`config.mk`:
```
export PLATFORM = sky130hd
export DESIGN_NAME = syscall_console
export DESIGN_NICKNAME = d
export VERILOG_FILES = /design/src/rtl/syscall_console_pkg.sv /design/src/rtl/syscall_console.sv
export SDC_FILE = /design/constraint.sdc
export NUM_CORES = 1
export LEC_CHECK = 0
export CELL_PAD_IN_SITES_DETAIL_PLACEMENT = 1
export CELL_PAD_IN_SITES_GLOBAL_PLACEMENT = 1
export CORE_MARGIN = 4
export CORE_UTILIZATION = 40
export CTS_CLUSTER_SIZE = 10
export DETAILED_ROUTE_END_ITERATION = 8
export PLACE_DENSITY_LB_ADDON = 0.1
export SLEW_MARGIN = 0
export SYNTH_ARGS = -nofsm -noshare
export SYNTH_HDL_FRONTEND = slang
export SYNTH_SLANG_ARGS = --single-unit
```
`constraint.sdc`:
```
create_clock -name clk -period 5.9 [get_ports clk]
set_clock_uncertainty 0.2 [all_clocks]
set_input_delay 0.59 -clock clk [delete_from_list [all_inputs] [get_ports clk]]
set_output_delay 0.59 -clock clk [all_outputs]
set_load 0.01 [all_outputs]
```
`src/rtl/syscall_console_pkg.sv`:
```
// Shared definitions for the syscall console unit: syscall codes, FSM states
// and the byte-lane select used when streaming a string word.
package syscall_console_pkg;

    localparam logic [31:0] SYS_PRINT_STR  = 32'd4;
    localparam logic [31:0] SYS_PRINT_CHAR = 32'd11;
    localparam logic [31:0] SYS_EXIT       = 32'd10;
    localparam logic [7:0]  ASCII_NL       = 8'h0A;

    typedef enum logic [2:0] {
        ST_IDLE  = 3'd0,
        ST_FETCH = 3'd1,
        ST_EMIT  = 3'd2,
        ST_CHAR  = 3'd3,
        ST_NL    = 3'd4,
        ST_DONE  = 3'd5
    } state_t;

    // Little-endian lane select: lane 0 is the first character in memory.
    function automatic logic [7:0] byte_sel(input logic [31:0] word, input logic [1:0] idx);
        case (idx)
            2'd0:    return word[7:0];
            2'd1:    return word[15:8];
            2'd2:    return word[23:16];
            default: return word[31:24];
        endcase
    endfunction

endpackage

```
`src/rtl/syscall_console.sv`:
```
// Syscall service stage behind data memory: stalls the pipeline while it
// streams print_string / print_char bytes to a valid/ready console, and handles exit.
module syscall_console
    import syscall_console_pkg::*;
#(
    parameter int MAX_WORDS = 256,
    parameter bit APPEND_NL = 1'b1
) (
    input  logic        clk,
    input  logic        rst_n,
    input  logic        sys,
    input  logic [31:0] regv,
    input  logic [31:0] rega,
    output logic        mem_rd,
    output logic [31:0] mem_addr,
    input  logic [31:0] mem_rdata,
    output logic [7:0]  char_data,
    output logic        char_valid,
    input  logic        char_ready,
    output logic        stall,
    output logic        done,
    output logic        halt,
    output logic        overflow
);

    localparam int WCNT_W = $clog2(MAX_WORDS + 1);

    state_t              state;
    logic                sys_q;
    logic [31:0]         ptr;
    logic [31:0]         word_q;
    logic [1:0]          byte_idx;
    logic [WCNT_W-1:0]   wcnt;
    logic                stall_reg;

    logic                start;
    logic                known_code;
    logic                accept;
    logic                last_word;
    logic                string_end;
    logic [7:0]          emit_byte;
    logic [7:0]          next_byte;

    // Gated by rst_n so a held sys cannot raise stall while reset is asserted.
    assign start      = rst_n && (state == ST_IDLE) && sys && !sys_q;
    assign known_code = (regv == SYS_PRINT_STR) || (regv == SYS_PRINT_CHAR) || (regv == SYS_EXIT);
    assign stall      = stall_reg | (start & known_code);

    assign accept     = char_valid && char_ready;
    assign emit_byte  = byte_sel(word_q, byte_idx);
    assign next_byte  = byte_sel(word_q, byte_idx + 2'd1);
    assign last_word  = (wcnt == WCNT_W'(MAX_WORDS));
    assign string_end = (state == ST_EMIT) &&
                        ((emit_byte == 8'd0) || (accept && (byte_idx == 2'd3) && last_word));

    always_ff @(posedge clk or negedge rst_n) begin
        if (!rst_n) begin
            state      <= ST_IDLE;
            sys_q      <= 1'b0;
            ptr        <= 32'd0;
            word_q     <= 32'd0;
            byte_idx   <= 2'd0;
            wcnt       <= '0;
            stall_reg  <= 1'b0;
            mem_rd     <= 1'b0;
            mem_addr   <= 32'd0;
            char_data  <= 8'd0;
            char_valid <= 1'b0;
            done       <= 1'b0;
            halt       <= 1'b0;
            overflow   <= 1'b0;
        end else begin
            sys_q <= sys;
            case (state)
                ST_IDLE: begin
                    if (start && (regv == SYS_PRINT_STR)) begin
                        state     <= ST_FETCH;
                        ptr       <= rega;
                        wcnt      <= '0;
                        mem_rd    <= 1'b1;
                        mem_addr  <= rega;
                        stall_reg <= 1'b1;
                    end else if (start && (regv == SYS_PRINT_CHAR)) begin
                        state      <= ST_CHAR;
                        char_valid <= 1'b1;
                        char_data  <= rega[7:0];
                        stall_reg  <= 1'b1;
                    end else if (start && (regv == SYS_EXIT)) begin
                        state <= ST_DONE;
                        halt  <= 1'b1;
                        done  <= 1'b1;
                    end
                end
                ST_FETCH: begin
                    state      <= ST_EMIT;
                    word_q     <= mem_rdata;
                    byte_idx   <= 2'd0;
                    wcnt       <= wcnt + WCNT_W'(1);
                    mem_rd     <= 1'b0;
                    char_valid <= (mem_rdata[7:0] != 8'd0);
                    char_data  <= mem_rdata[7:0];
                end
                ST_EMIT: begin
                    if (accept) begin
                        byte_idx <= byte_idx + 2'd1;
                        if (byte_idx == 2'd3)
                            ptr <= ptr + 32'd1;
                    end
                    if (string_end) begin
                        // A non-NUL byte here means the word budget ran out.
                        if (emit_byte != 8'd0)
                            overflow <= 1'b1;
                        if (APPEND_NL) begin
                            state      <= ST_NL;
                            char_valid <= 1'b1;
                            char_data  <= ASCII_NL;
                        end else begin
                            state      <= ST_DONE;
                            char_valid <= 1'b0;
                            done       <= 1'b1;
                            stall_reg  <= 1'b0;
                        end
                    end else if (accept && (byte_idx == 2'd3)) begin
                        state      <= ST_FETCH;
                        char_valid <= 1'b0;
                        mem_rd     <= 1'b1;
                        mem_addr   <= ptr + 32'd1;
                    end else if (accept) begin
                        char_valid <= (next_byte != 8'd0);
                        char_data  <= next_byte;
                    end
                end
                ST_CHAR, ST_NL: begin
                    if (accept) begin
                        state      <= ST_DONE;
                        char_valid <= 1'b0;
                        done       <= 1'b1;
                        stall_reg  <= 1'b0;
                    end
                end
                ST_DONE: begin
                    state <= ST_IDLE;
                    done  <= 1'b0;
                end
                default: begin
                    state      <= ST_IDLE;
                    char_valid <= 1'b0;
                    mem_rd     <= 1'b0;
                    stall_reg  <= 1'b0;
                    done       <= 1'b0;
                end
            endcase
        end
    end

endmodule

```
==> flow_metrics.py, run 1 <==
metrics = {
    "clock_network": {
        "cts_resized": 0,
        "clock_sinks": 125,
        "cts_hold_buf": 1,
        "worstSkewPairLatency_ns": 0.42,
        "clk_pin_slew_ns": 0.05,
        "post_cts_buffers": 0,
        "clockBufferDepth": 2,
        "cts_tree": "yes",
        "clockRootBuffer": "clkbuf_16",
        "htreeDepth": 4,
        "cts-buffers-inserted": 17,
    },
    "global_route": {
        "grt_pass1_wl_um": 36000,
        "grt_pass1_vias": 6949,
        "grt.total_usage_pct": 22.5,
        "grt_max_degree": 60,
        "globalRoute.totalOverflow": 0,
        "antenna_found_initial": 0,
    },
    "route": {
        "via_per_inst": 5.76,
        "dr_wl_met2_um": 11300,
        "wl_per_cell_um": 19.6,
        "finalWirelength_um": 21900,
        "vias": 6440,
        "routed.top_layer": "met4",
        "initialDrtViolationCount": 395,
        "wl_met1_um": 9130,
        "drt_pass1_iterations": 5,
        "ant_nets": 0,
        "dr_wl_met3_um": 867,
        "drc": 0,
    },
    "synth": {
        "async_flop_share_pct": 100,
        "synth_edf_count": 0,
        "syn_avg_cell_area_um2": 9.35,
        "synth_area_leaders": "dfrtp_1 44%, nand2_1 7.1%, mux2_4 4.6%",
        "synth-seq-cells": 125,
        "ys_warn_count": 0,
        "netlist_area_mm2": 0.00712,
        "syn-num-nets": 871,
        "seq_area_frac_synth_pct": 43.9,
        "syn_inst": 762,
        "synthFlopType": "dfrtp_1",
        "synth_top_area_share_pct": 43.9,
        "synth_cell_types": 72,
        "yosysTopAreaCell": "dfrtp_1",
    },
    "critical_path": {
        "worstPathArrival_ns": 3.54,
        "max_stage_delay_ns": 0.56,
        "path_class": "input port to output pin",
        "crit_chain": "dlygate4sd3_1 -> buf_4 -> nor4bb_1 -> nand4_1 -> nor2_1 -> nand2_1 -> o21bai_1 -> clkdlybuf4s50_1",
        "crit_path_end_kind": "output pin",
        "start_kind": "input port",
        "r2r_setup_slack_ns": 2.36,
        "crit_fanout": 39,
        "cp_slowest_cell": "clkdlybuf4s50_1",
        "required_ns": 5.11,
    },
    "sta": {
        "setup_viol": 0,
        "fmax_ghz": 0.231,
        "slew_headroom_pct": 33.1,
        "tightest_slew_ns": 1.00,
        "fin_crit_sh_pct": 73.5,
        "slew_viol_final": 0,
        "rsz0062_at_grt": "false",
        "hold_violations": 0,
        "final.min_clock_period_ns": 4.33,
        "fin_setup_tns_ns": 0,
        "whs_ns": 0.274,
    },
    "floorplanning": {
        "die_y_um": 141,
        "chipWidth_um": 141,
        "dieArea_mm2": 0.0200,
        "row_count": 48,
        "start_util_pct": 41.0,
        "io_pins": 146,
        "core_mm2": 0.0174,
    },
    "placement": {
        "hpwl_um": 16100,
        "gp_congestion": 0.881,
        "port_buffers": 145,
        "detailed_place.area_mm2": 0.00869,
    },
    "status": {
        "status": "finished clean",
    },
    "layout": {
        "top_regs": "mem_addr (32), ptr (32), word_q (32)",
        "layout_common_cells": "144 x clkdlybuf4s50_1, 134 x nand2_1, 125 x dfrtp_1",
        "drive_gt1_share_pct": 10.1,
        "final_nets": 996,
        "layout_commonest_cell": "clkdlybuf4s50_1",
        "fillers": 1911,
        "area_growth_pct": 29.7,
        "final_area_mm2": 0.00924,
        "antenna_cells": 0,
    },
    "power_and_ir_drop": {
        "finalPower_mw": 2.04,
        "power.static_leakage_nw": 4.05,
        "power_density_mw_per_mm2": 221,
        "ir_worst_vdd_mv": 0.212,
    },
    "run": {
        "drv_cap": 0,
    },
    "hold_path": {
        "hold_class": "flip-flop to flip-flop",
    },
}
-- critical path: cells and delay by family --
family	cells	cell delay [ns]
buffers and inverters	3	1.51
AO/OA/AOI/OAI	1	0.17
AND/OR/NAND/NOR	4	1.25
-- layer usage --
layer  vias up  global-route usage (%)
met5         -                       0
met4         0                    8.74
met3        44                    4.25
met2       170                    39.4
met1      3230                    27.4
li1       2996                       -
-- worst paths after layout --
path / from / endpoint / depth (start not counted)
max: rst_n / stall / 8
min: halt$_DFFE_PN0P_ / halt$_DFFE_PN0P_ / 1
max reg2reg: byte_idx[0]$_DFFE_PN0P_ / mem_addr[0]$_DFFE_PN0P_ / 7
min reg2reg: halt$_DFFE_PN0P_ / halt$_DFFE_PN0P_ / 1
max in group asynchronous: rst_n / byte_idx[1]$_DFFE_PN0P_ / 3
min in group asynchronous: rst_n / mem_addr[26]$_DFFE_PN0P_ / 2
-- final cells by class --
| type | instances | area [µm²] | share of cell area, % |
|---|---|---|---|
| Clock inverter | 2 | 35.0 | 0.379 |
| Timing Repair Buffer | 153 | 1510 | 16.4 |
| Multi-Input combinational cell | 564 | 3690 | 39.9 |
| Clock buffer | 24 | 502 | 5.43 |
| Sequential cell | 125 | 3130 | 33.8 |
| Tap cell | 225 | 282 | 3.05 |
| Inverter | 26 | 97.6 | 1.06 |
-- synthesized netlist by cell type, types with 3 or more instances --
library cell  number
a211oi_1           3
a21boi_0           3
a21oi_1           30
a222oi_1          13
a22o_1             9
a22oi_1            4
a31oi_1           15
and2_1             3
and3_1             9
and4_1             3
buf_6              3
clkbuf_1          38
dfrtp_1          125
ha_1               9
inv_1             26
mux2_1             3
mux2_2            17
mux2_4            22
mux2i_1           18
nand2_1          134
nand3_1           15
nand4_1            6
nor2_1            55
nor3_1            16
nor4_1            25
nor4b_1            4
o21ai_0           61
o21bai_1           3
o22a_1             5
o22ai_1            3
o31ai_1            8
xnor2_1           19
xor2_1             3
-- kinds of logic (layout without fill, tap and decap cells) --
| family | Yosys count | in the layout | synth area share (%) |
|---|---|---|---|
| xor gates and xnor gates | 22 | 22 | 2.71 |
| AOI/OAI and AO/OA | 182 | 182 | 17.4 |
| muxes | 60 | 60 | 10.3 |
| and+or+nand+nor | 291 | 291 | 19.6 |
| adders and majority gates | 9 | 9 | 1.58 |
| DFF | 125 | 125 | 43.9 |
| buffers and inverters | 73 | 205 | 4.57 |
-- through the flow --
| stage | utilization [%] | instances | setup WS [ns] |
|---|---|---|---|
| 2_1_floorplan | - | 762 | 3.12 |
| 3_3_place_gp | 50.1 | 1092 | 1.88 |
| 3_5_place_dp | 50.1 | 1092 | 1.77 |
| 4_1_cts | 53.2 | 1119 | 1.49 |
| 5_1_grt | 53.2 | 1119 | 1.26 |
| 6_report | 53.2 | 1119 | 1.57 |
-- where the power goes --
part / switching, mW / internal, mW
Combinational: 0.0738 / 0.106
Clock: 0.361 / 0.620
Sequential: 0.00790 / 0.873
Total: 0.443 / 1.60
Power figures use the tool's default switching activity.
==> run 2, diff against run 1 <==
--- a/config.mk
+++ b/config.mk
@@ -8,7 +8,7 @@
 export CELL_PAD_IN_SITES_DETAIL_PLACEMENT = 1
 export CELL_PAD_IN_SITES_GLOBAL_PLACEMENT = 1
 export CORE_MARGIN = 4
-export CORE_UTILIZATION = 40
+export CORE_UTILIZATION = 36
 export CTS_CLUSTER_SIZE = 10
 export DETAILED_ROUTE_END_ITERATION = 8
 export PLACE_DENSITY_LB_ADDON = 0.1
==> constraint.sdc (replaced) <==
create_clock -name clk -period 3.6 [get_ports clk]
set_clock_uncertainty 0.2 [all_clocks]
set_input_delay 0.36 -clock clk [delete_from_list [all_inputs] [get_ports clk]]
set_output_delay 0.36 -clock clk [all_outputs]
set_load 0.01 [all_outputs]
==> run 2 against run 1 <==
Net effect:
- clock power increased by 72%
- routed wire length increased by 1.3%
- cell count increased by 4.6%
- setup slack got worse by 1.2 ns
- final area increased by 1.7%
- combinational power increased by 61%
- flip-flop and latch count unchanged
- worst hold slack got worse by 0.046 ns
- power increased by 68%
- first-iteration DRC count decreased by 11%
- via count decreased by 1.0%
- critical path type is now flip-flop to flip-flop
- critical endpoint is now char_data[7]$_DFFE_PN0P_
==> flow_metrics.py, run 2 (synthesized netlist as in run 1, its figures left out) <==
metrics = {
    "status": {
        "status": "finished clean",
    },
    "power_and_ir_drop": {
        "power_density_mw_per_mm2": 365,
        "finalPower_mw": 3.43,
        "swShare_pct": 21.9,
        "ir_worst_vdd_mv": 0.328,
        "pwr-share-clk_pct": 49.4,
        "power.static_leakage_nw": 4.12,
        "combPwrFrac_pct": 8.4,
        "p_sw_mw": 0.751,
        "p_seq_share_pct": 42.2,
        "p_int_mw": 2.68,
    },
    "clock_network": {
        "clock_sinks": 125,
        "htreeDepth": 4,
        "worstSkewPairLatency_ns": 0.42,
        "cts-buffers-inserted": 17,
        "clk_pin_slew_ns": 0.06,
        "clockRootBuffer": "clkbuf_16",
        "clockBufferDepth": 2,
        "cts_resized": 0,
        "cts_tree": "yes",
    },
    "floorplanning": {
        "chipWidth_um": 149,
        "core_mm2": 0.0195,
        "dieArea_mm2": 0.0221,
        "die_y_um": 149,
        "io_pins": 146,
        "row_count": 51,
        "start_util_pct": 36.6,
    },
    "critical_path": {
        "crit_fanout": 9,
        "r2r_setup_slack_ns": 0.39,
        "r2r-start": "byte_idx[1]$_DFFE_PN0P_",
        "required_ns": 3.67,
        "start_kind": "flip-flop",
        "rr_worst_depth": 7,
        "worstPathArrival_ns": 3.28,
        "path_class": "flip-flop to flip-flop",
        "cp-startpoint": "byte_idx[1]$_DFFE_PN0P_",
        "crit_path_end_kind": "flip-flop",
        "r2r_end": "char_data[7]$_DFFE_PN0P_",
    },
    "sta": {
        "final.min_clock_period_ns": 3.21,
        "setup_ws_ns": 0.394,
        "fmax_ghz": 0.312,
        "hold_violations": 0,
        "fin_crit_sh_pct": 89.1,
        "slew_headroom_pct": 33.6,
        "fin_setup_tns_ns": 0,
        "setup_viol": 0,
        "tightest_slew_ns": 0.997,
        "slew_viol_final": 0,
        "rsz0062_at_grt": "false",
    },
    "route": {
        "finalWirelength_um": 22200,
        "initialDrtViolationCount": 353,
        "wl_per_cell_um": 19.0,
        "via_per_inst": 5.44,
        "vias": 6373,
        "drc": 0,
        "ant_nets": 0,
        "drt_pass1_iterations": 5,
    },
    "global_route": {
        "grt.total_usage_pct": 20.2,
        "grt_max_degree": 77,
        "grt_pass1_vias": 6802,
        "globalRoute.totalOverflow": 0,
        "grt_pass1_wl_um": 35700,
        "antenna_found_initial": 2,
    },
    "hold_path": {
        "hold_path_end": "sys_q$_DFF_PN0_",
        "hold_class": "input port to flip-flop",
        "hp-start": "sys",
        "hold_depth": 1,
    },
    "placement": {
        "port_buffers": 145,
        "gp_congestion": 0.934,
        "detailed_place.area_mm2": 0.00882,
        "hpwl_um": 16100,
        "place_ws_ns": 0.434,
    },
    "layout": {
        "layout_common_cells": "144 x clkdlybuf4s50_1, 134 x nand2_1, 125 x dfrtp_1",
        "top_regs": "mem_addr (32), ptr (32), word_q (32)",
        "final_nets": 1004,
        "drive_gt1_share_pct": 11.3,
        "layout_commonest_cell": "clkdlybuf4s50_1",
        "final_area_mm2": 0.00940,
        "area_growth_pct": 32.0,
    },
    "run": {
        "drv_cap": 0,
    },
}
==> run 2: changes by cell type in the layout (fill, tap and decap cells not counted), sizes merged <==
cell,delta
buf,+8
bufinv,+1
clkbuf,-2
clkinv,+4
diode,+1
==> run 2: cell type report <==
class / count / area, µm²
well taps: 265 / 332
inverters: 26 / 97.6
fillers: 2222 / 10100
diodes: 1 / 2.50
multi-input cells: 564 / 3690
clock inverters: 7 / 88.8
flip-flops and latches: 125 / 3130
clock buffers: 22 / 484
repair buffers: 161 / 1580
==> run 2: critical path, stage by stage, from the launching register on <==
cell	delay (ns)
dfrtp_1	0.46
inv_1	0.11
ha_1	0.31
a21boi_0	0.24
o41ai_2	0.76
nor2_1	0.34
a222oi_1	0.51
mux2i_1	0.14
==> run 2: per-stage QoR <==
step	std cells	util (%)	hold WS, ns
4_1_cts	1170	48.3	0.199
6_report	1171	48.3	0.228
3_5_place_dp	1140	45.3	0.274
3_3_place_gp	1140	45.3	0.256
5_1_grt	1171	48.3	0.211
2_1_floorplan	762	-	-0.136
==> run 2: power by group through the flow <==
stage                     clock, mW  combinational [mW]  sequential, mW
after floorplan                   0              0.0586            1.48
after global placement            0               0.287            1.47
after detailed placement          0               0.293            1.47
after CTS                      1.74               0.295            1.45
after global routing           1.80               0.312            1.45
final                          1.69               0.288            1.45
==> run 2: worst max path at each step <==
stage                               endpoint  slack (ns)
global placement    mem_addr[25]$_DFFE_PN0P_        0.50
finish              char_data[7]$_DFFE_PN0P_        0.39
floorplan           mem_addr[10]$_DFFE_PN0P_        0.82
detailed placement  char_data[7]$_DFFE_PN0P_        0.43
global route                           stall        0.26
CTS                 char_data[7]$_DFFE_PN0P_        0.41
==> run 2: timing repair <==
action / CTS / global route
hold buffers: 1 / 0
setup buffers: 0 / 0
endpoints found under the hold margin: 49 / 0
endpoints found under the setup margin: 0 / 0
==> run 2: metal layers <==
layer | share of wire (%) | global-route usage, % | vias up
met5 | 0.059 | 0 | -
met4 | 2.2 | 6.88 | 2
met3 | 3.9 | 4.20 | 38
met2 | 51 | 35.6 | 138
met1 | 43 | 24.5 | 3171
li1 | - | - | 3024
